===== src/rtl/uart_pkg.sv =====
// Shared types and constants for the UART receive path and the downstream
// command detector.
package uart_pkg;

   typedef enum logic [2:0] {
      IDLE      = 3'd0,
      START     = 3'd1,
      DATA      = 3'd2,
      STOP      = 3'd3,
      WAIT_HIGH = 3'd4
   } uart_state_t;

   localparam int DEFAULT_CLKS_PER_BIT = 434;

   localparam logic [7:0] ASCII_S = 8'h53;
   localparam logic [7:0] ASCII_T = 8'h54;
   localparam logic [7:0] ASCII_A = 8'h41;
   localparam logic [7:0] ASCII_R = 8'h52;

   // True for any character that can appear in the START command word.
   function automatic logic is_cmd_char(input logic [7:0] c);
      logic hit_s;
      case (c)
         ASCII_S, ASCII_T, ASCII_A, ASCII_R: hit_s = 1'b1;
         default:                            hit_s = 1'b0;
      endcase
      return hit_s;
   endfunction

endpackage


===== src/rtl/sync_ff.sv =====
// Multi-flop synchroniser for one asynchronous input; resets to 1 so an
// idle-high line reads idle straight out of reset.
module sync_ff #(
   parameter int STAGES = 2
) (
   input  logic clk,
   input  logic reset,
   input  logic d,
   output logic q
);

   logic [STAGES-1:0] sync_r;

   // Shift the asynchronous input through the flop chain.
   always_ff @(posedge clk or posedge reset) begin
      if (reset) begin
         sync_r <= {STAGES{1'b1}};
      end else begin
         sync_r <= {sync_r[STAGES-2:0], d};
      end
   end

   assign q = sync_r[STAGES-1];

endmodule


===== src/rtl/uart_rx_byte.sv =====
// 8N1 LSB-first UART receiver: rx is synchronised, the start bit is checked
// at its centre, and every later bit is sampled one bit period apart.
module uart_rx_byte
   import uart_pkg::*;
#(
   parameter int CLKS_PER_BIT = DEFAULT_CLKS_PER_BIT,
   parameter int SYNC_STAGES  = 2
) (
   input  logic       clk,
   input  logic       reset,
   input  logic       rx,
   output logic [7:0] data_out,
   output logic       rx_complete,
   output logic       frame_error,
   output logic       busy
);

   localparam int CNT_W = $clog2(CLKS_PER_BIT);
   localparam logic [CNT_W-1:0] HALF_CNT = CNT_W'((CLKS_PER_BIT - 1) / 2);
   localparam logic [CNT_W-1:0] LAST_CNT = CNT_W'(CLKS_PER_BIT - 1);
   localparam logic [CNT_W-1:0] ONE_CNT  = CNT_W'(1);
   localparam logic [CNT_W-1:0] ZERO_CNT = CNT_W'(0);

   logic              rxs_s;
   uart_state_t       state_r, state_s;
   logic [CNT_W-1:0]  clk_cnt_r, clk_cnt_s;
   logic [2:0]        bit_idx_r, bit_idx_s;
   logic [7:0]        shift_r, shift_s;
   logic [7:0]        data_out_r, data_out_s;
   logic              rx_complete_r, rx_complete_s;
   logic              frame_error_r, frame_error_s;
   logic              busy_r;

   sync_ff #(
      .STAGES (SYNC_STAGES)
   ) u_rx_sync (
      .clk   (clk),
      .reset (reset),
      .d     (rx),
      .q     (rxs_s)
   );

   // Next-state, datapath and output-pulse decode.
   always_comb begin
      state_s       = state_r;
      clk_cnt_s     = clk_cnt_r;
      bit_idx_s     = bit_idx_r;
      shift_s       = shift_r;
      data_out_s    = data_out_r;
      rx_complete_s = 1'b0;
      frame_error_s = 1'b0;

      case (state_r)
         IDLE: begin
            if (!rxs_s) begin
               clk_cnt_s = ZERO_CNT;
               state_s   = START;
            end else begin
               state_s   = IDLE;
            end
         end

         // A start bit that is no longer low at its centre is a glitch.
         START: begin
            if (clk_cnt_r == HALF_CNT) begin
               if (!rxs_s) begin
                  clk_cnt_s = ZERO_CNT;
                  bit_idx_s = 3'd0;
                  state_s   = DATA;
               end else begin
                  state_s   = IDLE;
               end
            end else begin
               clk_cnt_s = clk_cnt_r + ONE_CNT;
            end
         end

         DATA: begin
            if (clk_cnt_r == LAST_CNT) begin
               shift_s[bit_idx_r] = rxs_s;
               clk_cnt_s          = ZERO_CNT;
               if (bit_idx_r == 3'd7) begin
                  state_s   = STOP;
               end else begin
                  bit_idx_s = bit_idx_r + 3'd1;
               end
            end else begin
               clk_cnt_s = clk_cnt_r + ONE_CNT;
            end
         end

         STOP: begin
            if (clk_cnt_r == LAST_CNT) begin
               clk_cnt_s = ZERO_CNT;
               if (rxs_s) begin
                  data_out_s    = shift_r;
                  rx_complete_s = 1'b1;
                  state_s       = IDLE;
               end else begin
                  frame_error_s = 1'b1;
                  state_s       = WAIT_HIGH;
               end
            end else begin
               clk_cnt_s = clk_cnt_r + ONE_CNT;
            end
         end

         // Hold off while the line is in a break so it cannot re-trigger.
         WAIT_HIGH: begin
            if (rxs_s) begin
               state_s = IDLE;
            end else begin
               state_s = WAIT_HIGH;
            end
         end

         default: begin
            state_s   = IDLE;
            clk_cnt_s = ZERO_CNT;
            bit_idx_s = 3'd0;
         end
      endcase
   end

   // State, counters and registered outputs.
   always_ff @(posedge clk or posedge reset) begin
      if (reset) begin
         state_r       <= IDLE;
         clk_cnt_r     <= ZERO_CNT;
         bit_idx_r     <= 3'd0;
         shift_r       <= 8'h00;
         data_out_r    <= 8'h00;
         rx_complete_r <= 1'b0;
         frame_error_r <= 1'b0;
         busy_r        <= 1'b0;
      end else begin
         state_r       <= state_s;
         clk_cnt_r     <= clk_cnt_s;
         bit_idx_r     <= bit_idx_s;
         shift_r       <= shift_s;
         data_out_r    <= data_out_s;
         rx_complete_r <= rx_complete_s;
         frame_error_r <= frame_error_s;
         busy_r        <= (state_s != IDLE);
      end
   end

   assign data_out    = data_out_r;
   assign rx_complete = rx_complete_r;
   assign frame_error = frame_error_r;
   assign busy        = busy_r;

endmodule


===== config.mk =====
export PLATFORM = sky130hd
export DESIGN_NAME = uart_rx_byte
export DESIGN_NICKNAME = d
export VERILOG_FILES = /design/src/rtl/uart_pkg.sv /design/src/rtl/sync_ff.sv /design/src/rtl/uart_rx_byte.sv
export SDC_FILE = /design/constraint.sdc
export NUM_CORES = 1
export LEC_CHECK = 0
export ABC_CLOCK_PERIOD_IN_PS = 2250
export BUFFER_PORTS_ARGS = -buffer_cell sky130_fd_sc_hd__buf_2
export CAP_MARGIN = 20
export CORE_MARGIN = 1
export CORE_UTILIZATION = 45
export CTS_CLUSTER_SIZE = 24
export DETAILED_ROUTE_END_ITERATION = 16
export GPL_ROUTABILITY_DRIVEN = 0
export SYNTH_ARGS = -nofsm -noshare
export SYNTH_HDL_FRONTEND = slang
export SYNTH_HIERARCHICAL = 1
export SYNTH_SLANG_ARGS = --single-unit
export TNS_END_PERCENT = 10

===== constraint.sdc =====
create_clock -name clk -period 2.25 [get_ports clk]
set_clock_uncertainty 0.15 [all_clocks]
set_input_delay 0.1125 -clock clk [delete_from_list [all_inputs] [get_ports clk]]
set_output_delay 0.1125 -clock clk [all_outputs]
set_load 0.01 [all_outputs]

Word-level counts from Yosys, hierarchy flattened
Cells that the tools add are included.

storage, ports and cells
  register bits = 36
  input bits = 3
  output and inout bits = 11

cells by class
  add/sub/neg operators = 2
  $lt $le $gt $ge = 2
  equal/unequal tests = 11
  multiplexer cells = 26
  bitwise logic cells = 1
  reduce and logical (&&, ||, !) cells = 8

operators by type and width
  kind                 count
  $pmux 9 s4           1
  $mux 3               9
  $mux 9               3
  $pmux 3 s5           1
  $add 9x1->9 const B  1
  $eq 9x8->1 const B   1
  $eq 9x9->1 const B   1
  $pmux 3 s3           1
  $bwmux 8             1
  $mux 1               8
  $ne 2x2->1 const B   4
  $eq 3x2->1 const B   2
  $eq 3x3->1 const B   2
  $reduce_and 5->1     1
  $lt 3x4->1 const B   1
  $add 3x1->3 const B  1
  $demux 1 s3          1
  $eq 3x1->1 const B   1
  $ge 3x1->1 const B   1
  $logic_not 3->1      1
  $reduce_and 3->1     1
  $reduce_bool 3->1    1
  $reduce_or 3->1      1
  $mux 2               1
  4 further kinds      4

Longest topological paths before layout
Gate-level depths: netlist (run 1).

  depth after elaboration = 5
  depth in mapped cells = 7
  depth with buffers taken out = 6

Cells and area by module
The synthesis (run 1) kept the hierarchy.

by module, submodules not included
  module        instances  cells each  area each (um^2)  seq. area each (um^2)
  uart_rx_byte  1          162         1780.5            850.8
  sync_ff       1          3           56.3              52.6

Worst setup path before layout (run 1)
OpenSTA, ideal clock, no wires.

  path kind = reg2reg
  start = reg clk_cnt_r[1]
  end = reg data_out_r[0] (netlist: data_out[0])
  data arrival time = 1.789 ns
  required time = 1.975 ns
  setup slack = 0.186 ns
  stages on the path, launching flop included = 8
  cell sequence = dfrtp_1 > inv_1 > ha_1 > and4b_1 > clkbuf_4 > nand2_4 > nor4_4 > mux2_2

between the ends
  cells in the longest elaborated chain, start to end = 2

ends and longest elaborated chain
  item                        RTL line             text
  start: declaration          uart_rx_byte.sv:26   logic [CNT_W-1:0] clk_cnt_r, clk_cnt_s;
  start signal: assignment    uart_rx_byte.sv:138  clk_cnt_r <= clk_cnt_s;
  $eq 9x9->1                  uart_rx_byte.sv:93   if (clk_cnt_r == LAST_CNT) begin
  $reduce_and 3->1 (no line)  -
  end signal: assignment      uart_rx_byte.sv:141  data_out_r <= data_out_s;
  end: declaration            uart_rx_byte.sv:29   logic [7:0] data_out_r, data_out_s;

No other way between the ends.
A chain may end at the register's enable or synchronous reset.

Worst setup path in the final report (run 1)
  start = reg clk_cnt_r[1]
  end = reg data_out_r[5] (netlist: data_out[5])

The elaborated chain is that of the path after synthesis.

==> results of run 1 <==
==> per-stage QoR <==
stage	util, %	hold slack, ns	cell area (um2)	setup WS [ns]	total power [mW]
after CTS	55.76	0.2132	2118	0.08281	1.157
after global routing	56.09	0.2180	2131	0.03535	1.186
after floorplan	-	-0.1260	1837	0.1862	0.6774
final	56.09	0.2117	2131	0.1447	1.141
after detailed placement	52.80	-0.004553	2006	0.09234	0.6864
after global placement	52.80	-0.01139	2006	0.1565	0.6858
==> routing by layer <==
layer / track usage, % / vias up / part of all wire, %
met3: 4.655 / 5 / 3.9
met2: 30.87 / 47 / 46
met1: 28.57 / 672 / 49
li1: - / 654 / -
met5: 0 / - / 0
met4: 5.978 / 0 / 1.1
==> registers in the layout, indices dropped and copies added (netlist names) <==
signal	flops
clk_cnt_r	9
data_out	8
shift_r	8
bit_idx_r	3
state_r	3
u_rx_sync/sync_r	2
busy	1
frame_error	1
rx_complete	1
==> path summary, 6_finish.rpt <==
check,start,endpoint,slack (ns),cells past startpoint
max in group asynchronous,reset,state_r[0],1.31,4
min reg2reg,u_rx_sync/sync_r[0],u_rx_sync/sync_r[1],0.21,0
max,clk_cnt_r[1],data_out[5],0.14,7
min in group asynchronous,reset,u_rx_sync/sync_r[0],0.26,3
max reg2reg,clk_cnt_r[1],data_out[5],0.14,7
min,u_rx_sync/sync_r[0],u_rx_sync/sync_r[1],0.21,0
==> power breakdown <==
part           switching [mW]  internal [mW]
Sequential            0.00309          0.650
Combinational          0.0166        0.00582
Clock                   0.221          0.244
==> worst max-delay path, cell delays in order, from the launching register on <==
cell     delay, ns
dfrtp_1       0.42
inv_1         0.10
ha_1          0.14
and4b_2       0.34
nand2_4       0.08
nor4_4        0.20
buf_4         0.22
mux2_2        0.35
==> logic make-up (layout without fill, tap and decap cells) <==
kind of cell / Yosys count / in the layout
buffers and inverters: 18 / 45
xor gates and xnor gates: 1 / 1
DFF: 36 / 36
and+or+nand+nor: 51 / 51
muxes: 18 / 18
AOI/OAI and AO/OA: 36 / 36
adders and majority gates: 5 / 5
==> timing repair <==
| item | in CTS | in global routing |
|---|---|---|
| hold buffers | 2 | 0 |
| endpoints found under the hold margin | 37 | 0 |
| gates resized for setup | 0 | 3 |
| setup endpoints to repair | 0 | 10 |
==> cell usage in the layout (no fill, tap or decap), types with 2 or more instances in the layout <==
master,instances
a21oi_1,3
mux2_2,13
inv_1,10
or3_1,2
clkbuf_8,6
dfrtp_1,34
mux2i_1,5
nand2b_1,3
o31ai_1,4
dfstp_2,2
o21ai_0,10
dlygate4sd3_1,2
a2bb2oi_1,3
ha_1,5
nand3_1,7
clkinv_2,2
nor3_1,4
buf_2,13
a21o_1,3
nor2_1,5
nand2_1,12
nand4_1,4
buf_4,11
a22o_1,2
==> area by class of cell <==
cell class                      instances  area, um2
Fill cell                             350       1668
Sequential cell                        36      903.4
Multi-Input combinational cell        111      865.8
Timing Repair Buffer                   26      167.7
Clock buffer                            6      82.58
Tap cell                               48      60.06
Inverter                               11      41.29
Clock inverter                          2      10.01
==> results.sh, run 1 <==
export IMPL_drive_above_1_share_pct=30.21
export IMPL_vias_per_cell=5.742
export IMPL_ys_seq_area_share_pct=49.18
export IMPL_nNetsFinal=199
export IMPL_synth_compound_area_share_pct=14.85
export IMPL_tritoncts="done"
export IMPL_maxCapViolations=0
export IMPL_gr_total_overflow=0
export IMPL_postCtsSetupBuffers=0
export IMPL_tns_ns=0
export IMPL_drc_errors=0
export IMPL_synthCells=165
export IMPL_antenna_found_initial=0
export IMPL_slew_headroom_pct=71.30
export IMPL_dpl_cell_count=230
export IMPL_syn_area_um2=1837
export IMPL_synth_top_family_by_area="simple AND/OR/NAND/NOR gates"
export IMPL_ant_nets=0
export IMPL_rows=22
export IMPL_port_buffers=13
export IMPL_clock_sinks=36
export IMPL_firstDrtPassIters=4
export IMPL_wl_per_cell_um=15.69
export IMPL_core_um2=3799
export IMPL_dp_hpwl_um=2657
export IMPL_crit_required_ns=2.27
export IMPL_hold_class="reg -> reg"
export IMPL_max_vdd_ir_drop_mv=0.4058
export IMPL_status="finished clean"
export IMPL_gr_usage_all_layers_pct=20.28
export IMPL_cp_start_kind="flop"
export IMPL_synth_seq_cells=36
export IMPL_rsz0062_at_grt="no"
export IMPL_cp_arrival_ns=2.12
export IMPL_finalMaxSlewViolations=0
export IMPL_ys_types=47
export IMPL_dieWidth_um=65.89
export IMPL_worstSetupEndpointType="flop"
export IMPL_finalHoldViolations=0
export IMPL_synthMuxAreaShare_pct=10.69
export IMPL_synth_top_area_share_pct=46.32
export IMPL_grt_max_degree=35
export IMPL_grt_pass1_vias=1404
export IMPL_worstSetupPathType="reg -> reg"
export IMPL_synth_most_common_cell="dfrtp_1"
export IMPL_layoutNonFillerInstCount=240
export IMPL_drt_iter0_drc=89
export IMPL_tightest_slew_ns=0.4304
export IMPL_grt_pass1_wl_um=6603
export IMPL_p_per_area_nw_per_um2=535.3
export IMPL_cts_buffer_depth=2
export IMPL_yosysWarnings=6
export IMPL_io_pin_count=14
export IMPL_synthArstFlopShare_pct=100.0
export IMPL_yosys_top_cells_count="34 x dfrtp_1, 13 x mux2_2, 12 x nand2_1"
export IMPL_start_util_pct=48.35
export IMPL_die_area_um2=4341
export IMPL_areaGrowthSynthToFinish_pct=16.01
export IMPL_vias=1378
export IMPL_synth_xor_area_share_pct=0.4768
export IMPL_yosysTopAreaCell="dfrtp_1"
export IMPL_fmax_ghz=0.4750
export IMPL_die_h_um=65.89
export IMPL_wirelength_um=3766
export IMPL_synth_adder_area_share_pct=3.406
export IMPL_period_share_pct=93.57
export IMPL_synth_edff_count=0
export IMPL_clkTransAtPathRegs_ns=0.07
export IMPL_setup_viol=0
export IMPL_power_leakage_nw=1.020
export IMPL_clk_latency_ns=0.28
export IMPL_avgSynthCellArea_um2=11.13
export IMPL_clock_root_buffer="clkbuf_8"
export IMPL_ys_top_cells_by_area="dfrtp_1 46%, mux2_2 8.0%, ha_1 3.4%"
export IMPL_synth_simple_area_share_pct=17.03
export IMPL_cts_made_buffers=5
export IMPL_finalCriticalPeriod_ns=2.105
export IMPL_synth_ff_type="dfrtp_1"
export IMPL_htreeDepth=2
export IMPL_syn_num_nets=173
export IMPL_cp_max_fo=9
export IMPL_diodes=0
Power figures use the tool's default switching activity.
==> inputs of run 2 (changes only) <==
PLACE_DENSITY_LB_ADDON = 0.2   (was not set)
==> results.sh, run 2 (synthesized netlist as in run 1, its figures left out) <==
export IMPL_slowest_delay_ns=0.42
export IMPL_grt_pass1_vias=1206
export IMPL_setup_viol=0
export IMPL_die_h_um=65.89
export IMPL_dpl_cell_count=229
export IMPL_wl_per_cell_um=13.83
export IMPL_hold_start="u_rx_sync/sync_r[0]"
export IMPL_start_util_pct=48.35
export IMPL_htreeDepth=2
export IMPL_firstDrtPassIters=4
export IMPL_dp_hpwl_um=2372
export IMPL_max_flop_register="clk_cnt_r"
export IMPL_path_cells="inv_1 -> ha_1 -> and4b_2 -> nand2_4 -> nor4_4 -> buf_4 -> mux2_2"
export IMPL_gr_total_overflow=0
export IMPL_startpoint="clk_cnt_r[1]"
export IMPL_critPathSlowestCell="dfrtp_1"
export IMPL_worstSetupEndpointType="flop"
export IMPL_postLayoutCoreUtil_pct=55.99
export IMPL_nNetsFinal=198
export IMPL_ant_nets=0
export IMPL_clock_sinks=36
export IMPL_p_per_area_nw_per_um2=574.3
export IMPL_cp_start_kind="flop"
export IMPL_tritoncts="done"
export IMPL_cp_arrival_ns=2.12
export IMPL_crit_required_ns=2.27
export IMPL_layoutNonFillerInstCount=239
export IMPL_finalInstanceArea_um2=2127
export IMPL_wl_met1_um=1693
export IMPL_vias_per_cell=5.556
export IMPL_drive_above_1_share_pct=28.27
export IMPL_io_pin_count=14
export IMPL_drc_errors=0
export IMPL_timing_rr_start="clk_cnt_r[1]"
export IMPL_gr_usage_all_layers_pct=17.75
export IMPL_power_leakage_nw=1.018
export IMPL_clkTransAtPathRegs_ns=0.07
export IMPL_cp_max_fo=9
export IMPL_hold_class="reg -> reg"
export IMPL_die_area_um2=4341
export IMPL_drt_iter0_drc=63
export IMPL_met3WireLength_um=140
export IMPL_slew_headroom_pct=72.14
export IMPL_cts_made_buffers=5
export IMPL_layout_commonest_cell="dfrtp_1"
export IMPL_vias=1328
export IMPL_final_cell_mix="34 x dfrtp_1, 13 x mux2_2, 13 x buf_2"
export IMPL_rows=22
export IMPL_status="finished clean"
export IMPL_fillers=329
export IMPL_wirelength_um=3305
export IMPL_diodes=0
export IMPL_areaGrowthSynthToFinish_pct=15.80
export IMPL_clk_latency_ns=0.29
export IMPL_worstSetupPathType="reg -> reg"
export IMPL_clock_root_buffer="clkbuf_8"
export IMPL_antenna_found_initial=0
export IMPL_routed_wl_met2_um=1417
export IMPL_finalCriticalPeriod_ns=2.097
export IMPL_finalHoldViolations=0
export IMPL_rsz0062_at_grt="no"
export IMPL_dieWidth_um=65.89
export IMPL_core_um2=3799
export IMPL_routed_top_layer="met4"
export IMPL_fmax_ghz=0.4769
export IMPL_dpl_cell_area_um2=1998
export IMPL_maxCapViolations=0
export IMPL_port_buffers=13
export IMPL_grt_pass1_wl_um=5699
export IMPL_finalMaxSlewViolations=0
export IMPL_cts_buffer_depth=2
export IMPL_postCtsSetupBuffers=0
export IMPL_max_vdd_ir_drop_mv=0.2967
export IMPL_grt_max_degree=35
export IMPL_tightest_slew_ns=0.4179
export IMPL_tns_ns=0
export IMPL_largest_register_ff_count=9
export IMPL_period_share_pct=93.20
## run 2: layout make-up
type	count	area, um2	area share, %
repair buffers	25	160.2	7.529
multi-input cells	111	854.6	40.18
inverters	11	41.29	1.941
well taps	48	60.06	2.824
clock inverters	2	35.03	1.647
flip-flops and latches	36	903.4	42.47
clock buffers	6	72.57	3.412
## run 2: path summary, 6_finish.rpt
path	cells past startpoint	slack (ns)	to
max	7	0.15	data_out[2]
min	0	0.21	u_rx_sync/sync_r[1]
max reg2reg	7	0.15	data_out[2]
min reg2reg	0	0.21	u_rx_sync/sync_r[1]
max in group asynchronous	4	1.34	clk_cnt_r[6]
min in group asynchronous	3	0.25	u_rx_sync/sync_r[0]
## run 2: repair_timing
item                                    in CTS  in global routing
hold buffers                                 2                  0
resized for setup                            0                  1
endpoints found under the setup margin       0                 11
endpoints found under the hold margin       37                  0
## run 2: per-layer routing
metal	up-vias	global-route usage [%]
met5	-	0
met4	0	6.522
met3	6	5.690
met2	30	25.26
met1	637	25.00
li1	655	-
## run 2: critical path: cells and delay by family, from the launching register on
family / cells / cell delay (ns)
fa+ha+maj: 1 / 0.14
buf+inv: 2 / 0.31
flops: 1 / 0.42
mux: 1 / 0.35
simple gates: 3 / 0.60
## run 2: metrics by stage
step,setup slack [ns],hold WS [ns],total power [mW]
after CTS,0.08600,0.2105,1.235
after global placement,0.1612,-0.01031,0.6856
after floorplan,0.1862,-0.1260,0.6774
after global routing,0.02349,0.2122,1.263
after detailed placement,0.09534,0.006332,0.6862
final,0.1530,0.2106,1.222
## run 2: where the power goes
part           internal, mW  switching, mW  leakage (nW)  total, mW
combinational       0.00582         0.0157         0.487     0.0215
clock                 0.328          0.218        0.0552      0.546
sequential            0.650        0.00326         0.476      0.654
total                 0.985          0.237          1.02       1.22
==> inputs of run 3 (changes only) <==
RECOVER_POWER = 25   (was not set)
==> results.sh, run 3 (synthesized netlist as in run 1, its figures left out) <==
export IMPL_max_vdd_ir_drop_mv=0.2967
export IMPL_rsz0062_at_grt="no"
export IMPL_worstSetupEndpointType="flop"
export IMPL_layoutNonFillerInstCount=239
export IMPL_antenna_found_initial=0
export IMPL_hold_class="reg -> reg"
export IMPL_vias_per_cell=5.565
export IMPL_vias=1330
export IMPL_cp_start_kind="flop"
export IMPL_largest_register_ff_count=9
export IMPL_gr_usage_all_layers_pct=17.75
export IMPL_layout_commonest_cell="dfrtp_1"
export IMPL_preCtsSetupSlack_ns=0.09534
export IMPL_dieWidth_um=65.89
export IMPL_io_pin_count=14
export IMPL_grt_pass1_wl_um=5699
export IMPL_worstSetupPathType="reg -> reg"
export IMPL_cts_made_buffers=5
export IMPL_postCtsSetupBuffers=0
export IMPL_htreeDepth=2
export IMPL_die_h_um=65.89
export IMPL_final_cell_mix="34 x dfrtp_1, 13 x mux2_2, 12 x nand2_1, 12 x buf_2"
export IMPL_finalInstanceArea_um2=2123
export IMPL_setup_viol=0
export IMPL_core_um2=3799
export IMPL_max_flop_register="clk_cnt_r"
export IMPL_die_area_um2=4341
export IMPL_fin_ws_ns=0.1529
export IMPL_status="finished clean"
export IMPL_crit_required_ns=2.27
export IMPL_whs_ns=0.2106
export IMPL_cp_max_fo=9
export IMPL_drc_errors=0
export IMPL_tritoncts="done"
export IMPL_firstDrtPassIters=4
export IMPL_cp_arrival_ns=2.12
export IMPL_slew_headroom_pct=46.50
export IMPL_wl_per_cell_um=13.80
export IMPL_maxCapViolations=0
export IMPL_clock_root_buffer="clkbuf_8"
export IMPL_finalMaxSlewViolations=0
export IMPL_fmax_ghz=0.4768
export IMPL_diodes=0
export IMPL_start_util_pct=48.35
export IMPL_grt_pass1_vias=1206
export IMPL_finalHoldViolations=0
export IMPL_dpl_cell_area_um2=1998
export IMPL_rows=22
export IMPL_power_leakage_nw=1.015
export IMPL_postLayoutCoreUtil_pct=55.90
export IMPL_dp_hpwl_um=2372
export IMPL_areaGrowthSynthToFinish_pct=15.60
export IMPL_grt_max_degree=35
export IMPL_period_share_pct=93.20
export IMPL_tightest_slew_ns=0.8025
export IMPL_dpl_cell_count=229
export IMPL_ant_nets=0
export IMPL_nNetsFinal=198
export IMPL_clkTransAtPathRegs_ns=0.07
export IMPL_tns_ns=0
export IMPL_cts_buffer_depth=2
export IMPL_finalCriticalPeriod_ns=2.097
export IMPL_drive_above_1_share_pct=27.75
export IMPL_port_buffers=13
export IMPL_p_total_mw=1.221
export IMPL_p_per_area_nw_per_um2=574.9
export IMPL_clk_latency_ns=0.29
export IMPL_clock_sinks=36
export IMPL_wirelength_um=3299
export IMPL_drt_iter0_drc=63
export IMPL_gr_total_overflow=0
run 3: cell count changes in the layout (fill, tap and decap cells not counted), sizes merged:
cell,before,now
buf,23,21
clkbuf,6,8
run 3: per-layer routing:
| layer | routed length, um | track usage, % | vias to the layer above |
|---|---|---|---|
| li1 | - | - | 655 |
| met1 | 1675 | 25.00 | 635 |
| met2 | 1420 | 25.26 | 34 |
| met3 | 149 | 5.690 | 6 |
| met4 | 53 | 6.522 | 0 |
| met5 | 0 | 0 | - |
run 3: worst paths after layout:
path | cells after the start | start | slack [ns] | end
max reg2reg | 7 | clk_cnt_r[1] | 0.15 | data_out[2]
min in group asynchronous | 3 | reset | 0.23 | u_rx_sync/sync_r[0]
max in group asynchronous | 4 | reset | 1.00 | clk_cnt_r[6]
max | 7 | clk_cnt_r[1] | 0.15 | data_out[2]
min | 0 | u_rx_sync/sync_r[0] | 0.21 | u_rx_sync/sync_r[1]
min reg2reg | 0 | u_rx_sync/sync_r[0] | 0.21 | u_rx_sync/sync_r[1]
run 3: layout make-up:
class / count / area (um2)
clock buffer: 6 / 72.57
clock inverter: 2 / 35.03
fill: 329 / 1675
inverter: 11 / 41.29
multi-input combinational: 111 / 854.6
sequential: 36 / 903.4
tap: 48 / 60.06
timing repair buffer: 25 / 156.4
run 3: timing repair:
item / in CTS / in global routing
hold buffers: 2 / 0
endpoints found under the hold margin: 37 / 0
resized for setup: 0 / 1
setup endpoints to repair: 0 / 11
run 3: critical path: stages, from the launching register on:
cell and delay (ns):
dfrtp_1 0.42, inv_1 0.10, ha_1 0.14, and4b_2 0.33, nand2_4 0.07, nor4_4 0.20
buf_4 0.21, mux2_2 0.35
run 3: report_power, final:
| part | switching, mW | internal (mW) |
|---|---|---|
| clock | 0.218 | 0.328 |
| combinational | 0.0157 | 0.00497 |
| sequential | 0.00328 | 0.651 |
